`config.mk`:
```
export PLATFORM = sky130hd
export DESIGN_NAME = seg_scan_display
export DESIGN_NICKNAME = d
export VERILOG_FILES = /design/src/rtl/seg_pkg.sv /design/src/rtl/seg7_hex_decode.sv /design/src/rtl/seg_scan_display.sv
export SDC_FILE = /design/constraint.sdc
export NUM_CORES = 1
export LEC_CHECK = 0
export CORE_UTILIZATION = 56
export DETAILED_ROUTE_END_ITERATION = 7
export PLACE_DENSITY = 0.85
export SLEW_MARGIN = 0
export SYNTH_ARGS = -nofsm -noshare
export SYNTH_HDL_FRONTEND = slang
export SYNTH_SLANG_ARGS = --single-unit
```
`constraint.sdc`:
```
create_clock -name clk -period 4.36 [get_ports clk]
set_input_delay 0.872 -clock clk [delete_from_list [all_inputs] [get_ports clk]]
set_output_delay 0.872 -clock clk [all_outputs]
set_load 0.05 [all_outputs]
```
`src/rtl/seg_pkg.sv`:
```
// Shared constants and helpers for the multiplexed seven-segment display driver.
package seg_pkg;

    localparam logic [7:0] SEG_OFF = 8'hFF;

    // Active-low {dp,g,f,e,d,c,b,a} patterns for hex digits, dp off.
    localparam logic [7:0] HEX_SEG [16] = '{
        8'hC0, 8'hF9, 8'hA4, 8'hB0,
        8'h99, 8'h92, 8'h82, 8'hD8,
        8'h80, 8'h90, 8'h88, 8'h83,
        8'hC6, 8'hA1, 8'h86, 8'h8E
    };

    typedef enum logic {
        PHASE_DEAD,
        PHASE_LIT
    } slot_phase_e;

    function automatic int idx_width(input int digits);
        return (digits > 1) ? $clog2(digits) : 1;
    endfunction

endpackage

```
`src/rtl/seg7_hex_decode.sv`:
```
// Combinational hex nibble to active-low seven-segment code, with decimal point.
module seg7_hex_decode
    import seg_pkg::*;
(
    input  logic [3:0] nibble,
    input  logic       dp,
    output logic [7:0] code
);

    always_comb begin
        code = {~dp, HEX_SEG[nibble][6:0]};
    end

endmodule

```
`src/rtl/seg_scan_display.sv`:
```
// Multiplexed N-digit seven-segment driver with double-buffered value, blanking,
// per-digit decimal point, dead-time between digits and a frame-done strobe.
module seg_scan_display
    import seg_pkg::*;
#(
    parameter int DIGITS  = 4,
    parameter int CLK_DIV = 100000,
    parameter int CNT_W   = $clog2(CLK_DIV)
) (
    input  logic                clk,
    input  logic                reset,
    input  logic [4*DIGITS-1:0] data_in,
    input  logic [DIGITS-1:0]   dp_in,
    input  logic [DIGITS-1:0]   blank_in,
    input  logic                load,
    output logic [DIGITS-1:0]   digit_en,
    output logic [7:0]          dispcode,
    output logic                frame_done
);

    localparam int               IDX_W    = idx_width(DIGITS);
    localparam logic [CNT_W-1:0] CNT_LAST = CNT_W'(CLK_DIV - 1);
    localparam logic [IDX_W-1:0] IDX_LAST = IDX_W'(DIGITS - 1);

    logic [CNT_W-1:0]    cnt, cnt_next;
    logic [IDX_W-1:0]    idx, idx_next;

    logic [4*DIGITS-1:0] act_data, act_data_next;
    logic [DIGITS-1:0]   act_dp, act_dp_next;
    logic [DIGITS-1:0]   act_blank, act_blank_next;

    logic [4*DIGITS-1:0] pend_data, pend_data_next;
    logic [DIGITS-1:0]   pend_dp, pend_dp_next;
    logic [DIGITS-1:0]   pend_blank, pend_blank_next;
    logic                pend_valid, pend_valid_next;

    logic                slot_end;
    logic                boundary;
    slot_phase_e         phase;

    logic [3:0]          nib_sel;
    logic                dp_sel;
    logic                blank_sel;
    logic [7:0]          seg_code;

    logic [DIGITS-1:0]   digit_en_next;
    logic [7:0]          dispcode_next;
    logic                frame_done_next;

    // State register: scan position, both buffers and the registered pin drivers.
    always_ff @(posedge clk) begin
        if (reset) begin
            cnt        <= '0;
            idx        <= '0;
            act_data   <= '0;
            act_dp     <= '0;
            act_blank  <= '0;
            pend_data  <= '0;
            pend_dp    <= '0;
            pend_blank <= '0;
            pend_valid <= 1'b0;
            digit_en   <= '1;
            dispcode   <= SEG_OFF;
            frame_done <= 1'b0;
        end else begin
            cnt        <= cnt_next;
            idx        <= idx_next;
            act_data   <= act_data_next;
            act_dp     <= act_dp_next;
            act_blank  <= act_blank_next;
            pend_data  <= pend_data_next;
            pend_dp    <= pend_dp_next;
            pend_blank <= pend_blank_next;
            pend_valid <= pend_valid_next;
            digit_en   <= digit_en_next;
            dispcode   <= dispcode_next;
            frame_done <= frame_done_next;
        end
    end

    // Next-state: prescaler, slot index and buffer swap at the frame boundary.
    always_comb begin
        slot_end = (cnt == CNT_LAST);
        boundary = slot_end && (idx == IDX_LAST);

        cnt_next = slot_end ? '0 : cnt + CNT_W'(1);
        idx_next = idx;
        if (slot_end) begin
            idx_next = boundary ? '0 : idx + IDX_W'(1);
        end

        act_data_next   = act_data;
        act_dp_next     = act_dp;
        act_blank_next  = act_blank;
        pend_data_next  = pend_data;
        pend_dp_next    = pend_dp;
        pend_blank_next = pend_blank;
        pend_valid_next = pend_valid;

        if (boundary) begin
            // A load on the boundary cycle bypasses the pending buffer entirely.
            if (load) begin
                act_data_next  = data_in;
                act_dp_next    = dp_in;
                act_blank_next = blank_in;
            end else if (pend_valid) begin
                act_data_next  = pend_data;
                act_dp_next    = pend_dp;
                act_blank_next = pend_blank;
            end
            pend_valid_next = 1'b0;
        end else if (load) begin
            pend_data_next  = data_in;
            pend_dp_next    = dp_in;
            pend_blank_next = blank_in;
            pend_valid_next = 1'b1;
        end
    end

    // Outputs are computed from next-state so the registered pins line up with cnt/idx.
    always_comb begin
        phase     = slot_end ? PHASE_DEAD : PHASE_LIT;
        nib_sel   = '0;
        dp_sel    = 1'b0;
        blank_sel = 1'b0;
        for (int unsigned i = 0; i < DIGITS; i++) begin
            if (idx_next == IDX_W'(i)) begin
                nib_sel   = act_data_next[4*i +: 4];
                dp_sel    = act_dp_next[i];
                blank_sel = act_blank_next[i];
            end
        end
    end

    seg7_hex_decode u_decode (
        .nibble (nib_sel),
        .dp     (dp_sel),
        .code   (seg_code)
    );

    always_comb begin
        digit_en_next   = '1;
        dispcode_next   = SEG_OFF;
        frame_done_next = boundary;
        if (phase == PHASE_LIT && !blank_sel) begin
            for (int unsigned i = 0; i < DIGITS; i++) begin
                digit_en_next[i] = (idx_next != IDX_W'(i));
            end
            dispcode_next = seg_code;
        end
    end

endmodule
```
==> flow_metrics.env, run 1 <==
export IMPL_drtIter0Drc=259
export IMPL_synth_nets=516
export IMPL_layoutNonFillerInstCount=594
export IMPL_cts_resized=0
export IMPL_cts_sinks=81
export IMPL_clockBufferDepth=2
export IMPL_multi_input_area_sq_um=2014
export IMPL_clockPowerShare=0.414
export IMPL_die_area_sq_um=7123
export IMPL_fin_skew_ns=0.01050
export IMPL_fin_crit_ns=3.826
export IMPL_insertedDiodeCount=0
export IMPL_hold_class="reg2reg"
export IMPL_rsz0062_at_grt="no"
export IMPL_final_max_slew_viol_count=0
export IMPL_clk_pin_slew_worst_paths_ns=0.08
export IMPL_die_h_um=84.40
export IMPL_cp_max_fo=23
export IMPL_drt_total_wl_um=9620
export IMPL_intPower_mw=1.180
export IMPL_max_slew_margin=0.3388
export IMPL_io_pins=40
export IMPL_viasPerCell=6.155
export IMPL_synth_edf_count=0
export IMPL_globalplace_congestion=0.8687
export IMPL_dp_hpwl_um=6434
export IMPL_syn_area_per_cell_sq_um=7.905
export IMPL_grt_pass1_wl_um=16270
export IMPL_worstSkewPairLatency_ns=0.34
export IMPL_final_hold_viol_count=0
export IMPL_antenna_left=0
export IMPL_synth_cell_types=57
export IMPL_grt_max_degree=55
export IMPL_seqPwrFrac=0.504
export IMPL_combPwrFrac=0.082
export IMPL_start_util=0.5887
export IMPL_synthFlopType="dfxtp_1"
export IMPL_vias=3656
export IMPL_cpPeakStageDelay_ns=0.57
export IMPL_path_class="reg2reg"
export IMPL_track_usage=0.2821
export IMPL_max_freq_mhz=261.4
export IMPL_placed_cells=578
export IMPL_cts_made_buffers=9
export IMPL_postSynthCellCount=481
export IMPL_crit_path_frequent_cell="buf_4"
export IMPL_gr_total_overflow=0
export IMPL_post_cts_setup_buffer_count=0
export IMPL_antenna_found_initial=0
export IMPL_wire_per_inst_um=16.20
export IMPL_p_sw_frac=0.2289
export IMPL_worst_pin_slew_ns=0.9918
export IMPL_synth_seq_area_share=0.4265
export IMPL_ctsHoldBuffers=0
export IMPL_crit_path_top_delay_cell="or4b_4"
export IMPL_max_vdd_ir_drop_mv=0.2544
export IMPL_drc_errors=0
export IMPL_root_buffer="clkbuf_8"
export IMPL_core_area_sq_um=6459
export IMPL_fillers=511
export IMPL_cp_data_arrival_time_ns=4.03
export IMPL_outcome="complete, no violations"
export IMPL_nets=547
export IMPL_worstPathRequired_ns=4.57
export IMPL_hold_depth=2
export IMPL_synthArstFlopShare=0
export IMPL_seqCellArea_sq_um=1622
export IMPL_finalSetupViolations=0
export IMPL_io_buffers=39
export IMPL_period_share=0.8774
export IMPL_yosys_register_bits=81
export IMPL_yosys_warnings=0
export IMPL_fp_dieW_um=84.40
export IMPL_fin_setup_tns_ns=0
export IMPL_switching_power_mw=0.3503
export IMPL_layout_drive_gt1_share=0.07544
export IMPL_dr_pass1_iters=7
export IMPL_syn_cell_area_sq_um=3802
export IMPL_grt_pass1_vias=3523
export IMPL_area_delta_synth_final_pct=17.24
export IMPL_htree_levels=3
export IMPL_max_cap_violations=0
export IMPL_powerDensity_nw_per_um2=343.3
export IMPL_startpoint_type="flop"
export IMPL_num_rows=29
export IMPL_r2r_cells=14
export IMPL_end_kind="flop"
export IMPL_power_leakage_nw=1.647
export IMPL_path_cells="or4b_4, nor4_4, buf_4, nand3_4, o22ai_1, nor2_1, a22o_1, nor3_1, buf_4, inv_1, ha_1, and2_0, a2111oi_0, o21ai_1"
export IMPL_cts_tree="done"
cells in the final DEF, fill, tap and decap left out, types with 3 or more instances in the layout:
cell type        Yosys  final
a21oi_1             49     49
a41oi_1              5      5
and2_1               4      4
buf_4                0      7
clkbuf_8             0     12
clkdlybuf4s50_1      0     38
dfxtp_1             81     81
ha_1                 8      8
inv_1               12     12
nand2_1             60     60
nand3_1             12     12
nand4_1              4      4
nor2_1              85     85
nor2b_1              6      6
nor3_1              23     23
nor4_1              10     10
o211ai_1             3      3
o21ai_0              6      6
o21ai_1              4      4
o221ai_1             4      4
o22ai_1             23     23
or3_1                6      6
xnor2_1              7      7
xor2_1               4      4
cell type report:
class	count	area share
flip-flops and latches	81	0.3637
clock inverters	4	0.01656
clock buffers	12	0.03705
well taps	77	0.02161
multi-input cells	361	0.4519
inverters	13	0.01095
repair buffers	46	0.09823
per-stage QoR:
step | area, sq um | worst slack, ns | util | hold slack, ns | total power [mW]
6_report | 4458 | 0.5345 | 0.6902 | 0.4585 | 1.530
3_5_place_dp | 4219 | 0.6081 | 0.6532 | 0.4464 | 0.9115
2_1_floorplan | 3802 | 0.7161 | - | 0.4297 | 0.8594
4_1_cts | 4458 | 0.5848 | 0.6902 | 0.4578 | 1.535
3_3_place_gp | 4219 | 0.7337 | 0.6532 | 0.4431 | 0.9076
5_1_grt | 4458 | 0.2809 | 0.6902 | 0.4787 | 1.581
power groups by stage:
stage,Clock [mW],Combinational (mW),Sequential (mW)
floorplan,0,0.0644,0.795
global placement,0,0.120,0.788
detailed placement,0,0.123,0.789
CTS,0.640,0.124,0.771
global route,0.670,0.137,0.774
finish,0.634,0.125,0.771
flip-flops by register name, indices dropped and copies added (netlist names):
| name | flops |
|---|---|
| digit_en | 4 |
| cnt | 17 |
| act_blank | 4 |
| pend_blank | 4 |
| act_data | 16 |
| dispcode | 8 |
| idx | 2 |
| frame_done | 1 |
| pend_valid | 1 |
| pend_dp | 4 |
| act_dp | 4 |
| pend_data | 16 |
worst max-delay path, delay by kind of cell, from the launching register on:
kind,cells,cell delay [ns]
buffers and inverters,3,0.59
adder cells (fa/ha/maj),1,0.23
AO/OA/AOI/OAI,4,0.98
AND/OR/NAND/NOR,6,1.49
flip-flops,1,0.37
kinds of logic after synthesis:
group / after synthesis / share of synthesized area
AO/OA/AOI/OAI: 108 / 0.1744
XOR/XNOR: 11 / 0.02534
adder cells (fa/ha/maj): 8 / 0.02633
buffers and inverters: 39 / 0.04376
flip-flops: 81 / 0.4265
multiplexers: 5 / 0.01481
AND/OR/NAND/NOR: 229 / 0.2889
synth_stat cells, types with 7 or more instances:
master,count,area (sq um)
o22ai_1,23,143.9
nor4_1,10,62.56
nand3_1,12,60.06
nor3_1,23,115.1
xnor2_1,7,61.31
nand2_1,60,225.2
a21oi_1,49,245.2
ha_1,8,100.1
dfxtp_1,81,1622
clkbuf_1,18,67.56
inv_1,12,45.04
nor2_1,85,319.1
per-layer routing:
layer / global-route usage / up-vias / routed length (um)
met3: 0.05015 / 20 / 608
met4: 0.1079 / 0 / 196
met1: 0.3469 / 1723 / 3992
li1: - / 1758 / -
met2: 0.4925 / 155 / 4822
met5: 0.01399 / - / 0
path summary, 6_finish.rpt:
kind | from | end | slack [ns]
max reg2reg | cnt[5]$_SDFF_PP0_ | dispcode[3]$_SDFF_PP1_ | 0.53
max | cnt[5]$_SDFF_PP0_ | dispcode[3]$_SDFF_PP1_ | 0.53
min | pend_blank[3]$_SDFFE_PP0P_ | pend_blank[3]$_SDFFE_PP0P_ | 0.46
min reg2reg | pend_blank[3]$_SDFFE_PP0P_ | pend_blank[3]$_SDFFE_PP0P_ | 0.46
(Power assumes the default switching activity.)
==> run 2: changes to the inputs <==
--- a/config.mk
+++ b/config.mk
@@ -5,9 +5,10 @@
 export SDC_FILE = /design/constraint.sdc
 export NUM_CORES = 1
 export LEC_CHECK = 0
-export CORE_UTILIZATION = 56
+export ABC_AREA = 1
+export CORE_UTILIZATION = 57
 export DETAILED_ROUTE_END_ITERATION = 7
-export PLACE_DENSITY = 0.85
+export PLACE_DENSITY = 0.86
 export SLEW_MARGIN = 0
 export SYNTH_ARGS = -nofsm -noshare
 export SYNTH_HDL_FRONTEND = slang
==> run 2 against run 1 <==
Against the previous run:
- synthesized cell count grew 25%
- register-to-register slack gained 0.87 ns
- count of clock-buffer cells in the layout shrank 1
- global-route usage shrank 1.6 points
- critical endpoint unchanged
- largest cell class unchanged
- highest routed layer unchanged
==> flow_metrics.env, run 2 <==
export IMPL_outcome="complete, no violations"
export IMPL_synth_edf_count=0
export IMPL_cts_tree="done"
export IMPL_die_area_sq_um=7628
export IMPL_top_regs="cnt x17, act_data x16, pend_data x16"
export IMPL_p_sw_frac=0.2612
export IMPL_insertedDiodeCount=0
export IMPL_end_kind="flop"
export IMPL_root_buffer="clkbuf_8"
export IMPL_combPwrFrac=0.086
export IMPL_viasPerCell=5.301
export IMPL_synth_top_cell_area_share=0.3906
export IMPL_max_vdd_ir_drop_mv=0.2014
export IMPL_area_delta_synth_final_pct=14.89
export IMPL_path_depth=15
export IMPL_post_route_util=0.6906
export IMPL_start_util=0.6011
export IMPL_synthArstFlopShare=0
export IMPL_htree_levels=3
export IMPL_synth_most_common_cell="nand2_1"
export IMPL_crit_buf_inv=4
export IMPL_syn_area_per_cell_sq_um=6.931
export IMPL_synthSimpleGateAreaFrac=0.3834
export IMPL_grt_pass1_wl_um=16000
export IMPL_cts_sinks=81
export IMPL_drc_errors=0
export IMPL_track_usage=0.2666
export IMPL_multi_input_area_sq_um=2221
export IMPL_gr_total_overflow=0
export IMPL_yosys_warnings=0
export IMPL_powerDensity_nw_per_um2=294.7
export IMPL_antenna_found_initial=0
export IMPL_syn_cell_area_sq_um=4151
export IMPL_synth_nets=634
export IMPL_intPower_mw=1.038
export IMPL_max_cap_violations=0
export IMPL_synth_seq_area_share=0.3906
export IMPL_power_leakage_nw=2.127
export IMPL_clk_pin_slew_worst_paths_ns=0.08
export IMPL_final_hold_viol_count=0
export IMPL_seqCellArea_sq_um=1622
export IMPL_fin_skew_ns=0.01393
export IMPL_layout_drive_gt1_share=0.1164
export IMPL_clockPowerShare=0.361
export IMPL_drtIter0Drc=219
export IMPL_num_rows=30
export IMPL_hold_class="reg2reg"
export IMPL_post_cts_setup_buffer_count=0
export IMPL_crit_family="simple AND/OR/NAND/NOR gates"
export IMPL_yosys_register_bits=81
export IMPL_period_share=0.7193
export IMPL_finalSetupViolations=0
export IMPL_postSynthCellCount=599
export IMPL_final_max_slew_viol_count=0
export IMPL_synth_largest_area_cell="dfxtp_1"
export IMPL_grt_max_degree=30
export IMPL_rsz0062_at_grt="no"
export IMPL_seqPwrFrac=0.553
export IMPL_fp_dieW_um=87.34
export IMPL_synth_compound_area_frac=0.1160
export IMPL_vias=3880
export IMPL_cts_resized=0
export IMPL_cts_made_buffers=9
export IMPL_cpPeakStageDelay_ns=0.39
export IMPL_die_h_um=87.34
export IMPL_startpoint_type="input pin"
export IMPL_synthFlopType="dfxtp_1"
export IMPL_top_register="cnt"
export IMPL_synth_xor_area_frac=0.004219
export IMPL_worstPathRequired_ns=4.61
export IMPL_dp_hpwl_um=6682
export IMPL_cp_data_arrival_time_ns=3.38
export IMPL_max_freq_mhz=318.9
export IMPL_r2r_cells=16
export IMPL_clockBufferDepth=2
export IMPL_drt_total_wl_um=9149
export IMPL_layoutNonFillerInstCount=732
export IMPL_fillers=606
export IMPL_yosys_area_share_adder=0.02411
export IMPL_max_slew_margin=0.4141
export IMPL_fin_crit_ns=3.136
export IMPL_hold_depth=1
export IMPL_synth_mux_area_frac=0.007233
export IMPL_globalplace_congestion=0.8588
export IMPL_cp_max_fo=22
export IMPL_synth_cell_types=38
export IMPL_path_class="in2reg"
export IMPL_worstSkewPairLatency_ns=0.37
export IMPL_antenna_left=0
export IMPL_mostFrequentLayoutCells="nand2_1 (157), nor2_1 (94), dfxtp_1 (81)"
export IMPL_path_cells="clkdlybuf4s50_1, buf_4, inv_1, nand2_1, o22ai_1, nand2_1, o21ai_0, nor2_1, nor2_2, inv_1, ha_1, nand2_1, nand2_1, nand2_1, nand3_1"
export IMPL_final_common_cell="nand2_1"
export IMPL_worst_pin_slew_ns=0.8776
export IMPL_largest_register_ffs=17
export IMPL_io_buffers=39
export IMPL_placed_cells=716
export IMPL_fin_setup_tns_ns=0
export IMPL_io_pins=40
export IMPL_nets=666
export IMPL_crit_path_frequent_cell="nand2_1"
export IMPL_core_area_sq_um=6907
export IMPL_ctsHoldBuffers=0
export IMPL_grt_pass1_vias=3745
export IMPL_crit_path_top_delay_cell="clkdlybuf4s50_1"
export IMPL_yosys_top_cells_area="dfxtp_1 (39%), nand2_1 (14%), nor2_1 (8.5%)"
export IMPL_dr_pass1_iters=6
export IMPL_wire_per_inst_um=12.50
export IMPL_switching_power_mw=0.3670
export IMPL_synth_top_family_by_area="simple AND/OR/NAND/NOR gates"
export IMPL_synth_commonest_cells="nand2_1 (157), nor2_1 (94), dfxtp_1 (81)"
==> run 2: metrics by stage <==
| step | instance area (sq um) | hold WS, ns | setup WS (ns) | total power [mW] |
|---|---|---|---|---|
| 2_1_floorplan | 4151 | 0.4295 | 1.992 | 0.8648 |
| 3_3_place_gp | 4588 | 0.4487 | 1.053 | 0.9106 |
| 3_5_place_dp | 4588 | 0.4685 | 0.9314 | 0.9140 |
| 4_1_cts | 4770 | 0.4817 | 1.280 | 1.412 |
| 5_1_grt | 4770 | 0.5050 | 0.9666 | 1.459 |
| 6_report | 4770 | 0.4746 | 1.224 | 1.405 |
==> run 2: cell type report <==
cell class | count | share of cell area
well taps | 96 | 0.02518
flip-flops and latches | 81 | 0.3400
repair buffers | 42 | 0.08657
multi-input cells | 441 | 0.4656
clock inverters | 5 | 0.008395
inverters | 56 | 0.04460
clock buffers | 11 | 0.02964
==> run 2: final timing paths <==
| path | from | endpoint | slack, ns |
|---|---|---|---|
| min reg2reg | cnt[0]$_SDFF_PP0_ | cnt[0]$_SDFF_PP0_ | 0.47 |
| max reg2reg | cnt[0]$_SDFF_PP0_ | dispcode[1]$_SDFF_PP1_ | 1.40 |
| min | cnt[0]$_SDFF_PP0_ | cnt[0]$_SDFF_PP0_ | 0.47 |
| max | load | dispcode[3]$_SDFF_PP1_ | 1.22 |
==> run 2: cells by family (layout without fill, tap and decap cells) <==
family,after synthesis,count (layout)
DFF,81,81
and+or+nand+nor,339,339
adders and majority gates,8,8
muxes,3,3
AOI/OAI and AO/OA,89,89
buffers and inverters,77,114
xor gates and xnor gates,2,2
==> run 2: power by group through the flow <==
stage / sequential, mW / clock (mW) / combinational, mW
after CTS: 0.777 / 0.515 / 0.121
after detailed placement: 0.794 / 0 / 0.120
after global routing: 0.780 / 0.543 / 0.136
after floorplan: 0.799 / 0 / 0.0657
final: 0.777 / 0.508 / 0.121
after global placement: 0.793 / 0 / 0.117
==> run 2: layer usage <==
layer,up-vias,global-route usage,wire (um)
met3,29,0.05972,372
met1,1781,0.3054,4049
met5,-,0,0
met2,90,0.4766,4527
met4,0,0.1103,199
li1,1980,-,-
==> run 3: changes to the inputs <==
--- a/config.mk
+++ b/config.mk
@@ -6,9 +6,9 @@
 export NUM_CORES = 1
 export LEC_CHECK = 0
 export ABC_AREA = 1
-export CORE_UTILIZATION = 57
+export CORE_UTILIZATION = 52
 export DETAILED_ROUTE_END_ITERATION = 7
-export PLACE_DENSITY = 0.86
+export PLACE_DENSITY = 0.82
 export SLEW_MARGIN = 0
 export SYNTH_ARGS = -nofsm -noshare
 export SYNTH_HDL_FRONTEND = slang
==> constraint.sdc (replaced) <==
create_clock -name clk -period 2.55 [get_ports clk]
set_input_delay 0.51 -clock clk [delete_from_list [all_inputs] [get_ports clk]]
set_output_delay 0.51 -clock clk [all_outputs]
set_load 0.05 [all_outputs]
==> run 3 against run 2 <==
Against the previous run:
- the run now ends with negative setup slack left
- die area rose by 9.4%
- non-clock buffer count rose by 44
- largest cell class unchanged
- register-to-register slack got worse by 1.4 ns
- first-iteration DRC count rose by 28%
- sequential power rose by 70%
- final cell count rose by 6.8%
==> flow_metrics.env, run 3 (same netlist as run 2, synthesis figures left out) <==
export IMPL_grt_pass1_wl_um=17080
export IMPL_place_ws_ns=-0.07754
export IMPL_crit_path_top_delay_cell="dfxtp_2"
export IMPL_largest_register_ffs=17
export IMPL_cp_max_fo=5
export IMPL_worstSkewPairLatency_ns=0.36
export IMPL_io_buffers=39
export IMPL_path_class="reg2reg"
export IMPL_drtIter0Drc=280
export IMPL_fin_ws_ns=-0.02536
export IMPL_dp_hpwl_um=7310
export IMPL_num_rows=32
export IMPL_cts_tree="done"
export IMPL_r2r_start="cnt[1]$_SDFF_PP0_"
export IMPL_antenna_left=0
export IMPL_track_usage=0.2543
export IMPL_start_util=0.5372
export IMPL_finalSetupViolations=2
export IMPL_seqCellArea_sq_um=1625
export IMPL_hold_depth=2
export IMPL_hold_class="reg2reg"
export IMPL_r2r_cells=17
export IMPL_powerDensity_nw_per_um2=470.2
export IMPL_drt_total_wl_um=10960
export IMPL_cts_sinks=81
export IMPL_worstPathRequired_ns=2.81
export IMPL_power_leakage_nw=2.405
export IMPL_fin_skew_ns=0.01524
export IMPL_layout_drive_gt1_share=0.2191
export IMPL_die_h_um=91.35
export IMPL_worst_pin_slew_ns=0.8000
export IMPL_end_kind="flop"
export IMPL_multi_input_area_sq_um=2394
export IMPL_max_vdd_ir_drop_mv=0.3956
export IMPL_rsz0062_at_grt="yes"
export IMPL_fp_dieW_um=91.35
export IMPL_die_area_sq_um=8345
export IMPL_area_delta_synth_final_pct=28.27
export IMPL_mostFrequentLayoutCells="nand2_1 (142), nor2_1 (92), dfxtp_1 (78)"
export IMPL_cts_made_buffers=9
export IMPL_root_buffer="clkbuf_8"
export IMPL_htree_levels=3
export IMPL_antenna_found_initial=0
export IMPL_globalplace_congestion=0.9312
export IMPL_top_register="cnt"
export IMPL_path_cells="ha_4, nand2_4, nor2_4, nand2_2, nor2_4, nand2_1, nand2_1, nand2_2, nor2_4, nand2_1, nand4_1, inv_2, ha_4, nand2_4, nor2_2, nor2_1, nand2_1"
export IMPL_crit_path_frequent_cell="nand2_1"
export IMPL_cpPeakStageDelay_ns=0.36
export IMPL_io_pins=40
export IMPL_drc_errors=0
export IMPL_clockBufferDepth=2
export IMPL_fin_crit_ns=2.575
export IMPL_power_mw=2.504
export IMPL_max_cap_violations=0
export IMPL_gr_total_overflow=0
export IMPL_max_freq_mhz=388.3
export IMPL_top_regs="cnt x17, act_data x16, pend_data x16"
export IMPL_clk_pin_slew_worst_paths_ns=0.09
export IMPL_vias=4218
export IMPL_final_hold_viol_count=0
export IMPL_startpoint="cnt[1]$_SDFF_PP0_"
export IMPL_whs_ns=0.4822
export IMPL_period_share=1.010
export IMPL_wire_per_inst_um=14.02
export IMPL_insertedDiodeCount=0
export IMPL_dr_pass1_iters=7
export IMPL_nets=710
export IMPL_viasPerCell=5.394
export IMPL_hp_start="act_data[1]$_SDFF_PP0_"
export IMPL_final_common_cell="nand2_1"
export IMPL_placed_cells=751
export IMPL_fillers=590
export IMPL_outcome="complete, but fails checks"
export IMPL_core_area_sq_um=7727
export IMPL_grt_pass1_vias=3792
export IMPL_grt_max_degree=29
export IMPL_final_max_slew_viol_count=0
export IMPL_max_slew_margin=0.4661
export IMPL_layoutNonFillerInstCount=782
export IMPL_violations="negative setup slack"
export IMPL_startpoint_type="flop"
export IMPL_cp_data_arrival_time_ns=2.84
==> run 3: cell count changes in the layout (fill, tap and decap cells not counted), moves of 3 or more <==
cell,delta
nand2_2,+10
ha_1,-5
dfxtp_2,+3
dfxtp_1,-3
nand2_1,-15
nand2_4,+5
nand3_1,-4
buf_4,+41
nor2_4,+3
ha_4,+3
==> run 3: layout make-up <==
class / instances / share of cell area
multi-input cells: 441 / 0.4495
flip-flops and latches: 81 / 0.3052
repair buffers: 86 / 0.1440
inverters: 56 / 0.04041
clock buffers: 11 / 0.02655
well taps: 102 / 0.02397
clock inverters: 5 / 0.01034
==> run 3: power by group <==
| group | leakage (nW) | switching (mW) | internal (mW) | total, mW |
|---|---|---|---|---|
| logic | 1.65 | 0.137 | 0.105 | 0.242 |
| clock network | 0.0953 | 0.464 | 0.476 | 0.940 |
| registers | 0.663 | 0.0205 | 1.30 | 1.32 |
| total | 2.40 | 0.621 | 1.88 | 2.50 |
==> run 3: worst paths after layout <==
path                                 end  slack (ns)
setup / recovery  dispcode[1]$_SDFF_PP1_       -0.03
hold / removal    act_data[1]$_SDFF_PP0_        0.48
setup reg to reg  dispcode[1]$_SDFF_PP1_       -0.03
hold reg to reg   act_data[1]$_SDFF_PP0_        0.48
==> run 3: layer usage <==
metal  up-vias  GRT usage  part of all wire
li1       2074          -                 -
met1      1952     0.3148              0.42
met2       169     0.4457              0.50
met3        23    0.05025             0.064
met4         0    0.07407             0.014
met5         -          0                 0
==> run 3: metrics by stage <==
step | area, sq um | util | setup TNS (ns)
after floorplan | 4151 | - | 0
after global placement | 4826 | 0.6245 | -0.08509
after detailed placement | 4826 | 0.6245 | -0.2587
after CTS | 5027 | 0.6506 | 0
after global routing | 5325 | 0.6891 | -0.9561
final | 5325 | 0.6891 | -0.03364
==> run 3: worst max-delay path: cells and delay by family (launching register included) <==
kind | cells | cell delay, ns
and+or+nand+nor | 14 | 1.58
DFF | 1 | 0.36
buffers and inverters | 1 | 0.12
adders and majority gates | 2 | 0.41
==> run 3: repair_timing <==
action / CTS / global route
buffers inserted: 0 / 15
pin swaps: 0 / 15
hold buffers: 0 / 0
endpoints found under the setup margin: 1 / 7
gates resized for setup: 1 / 48
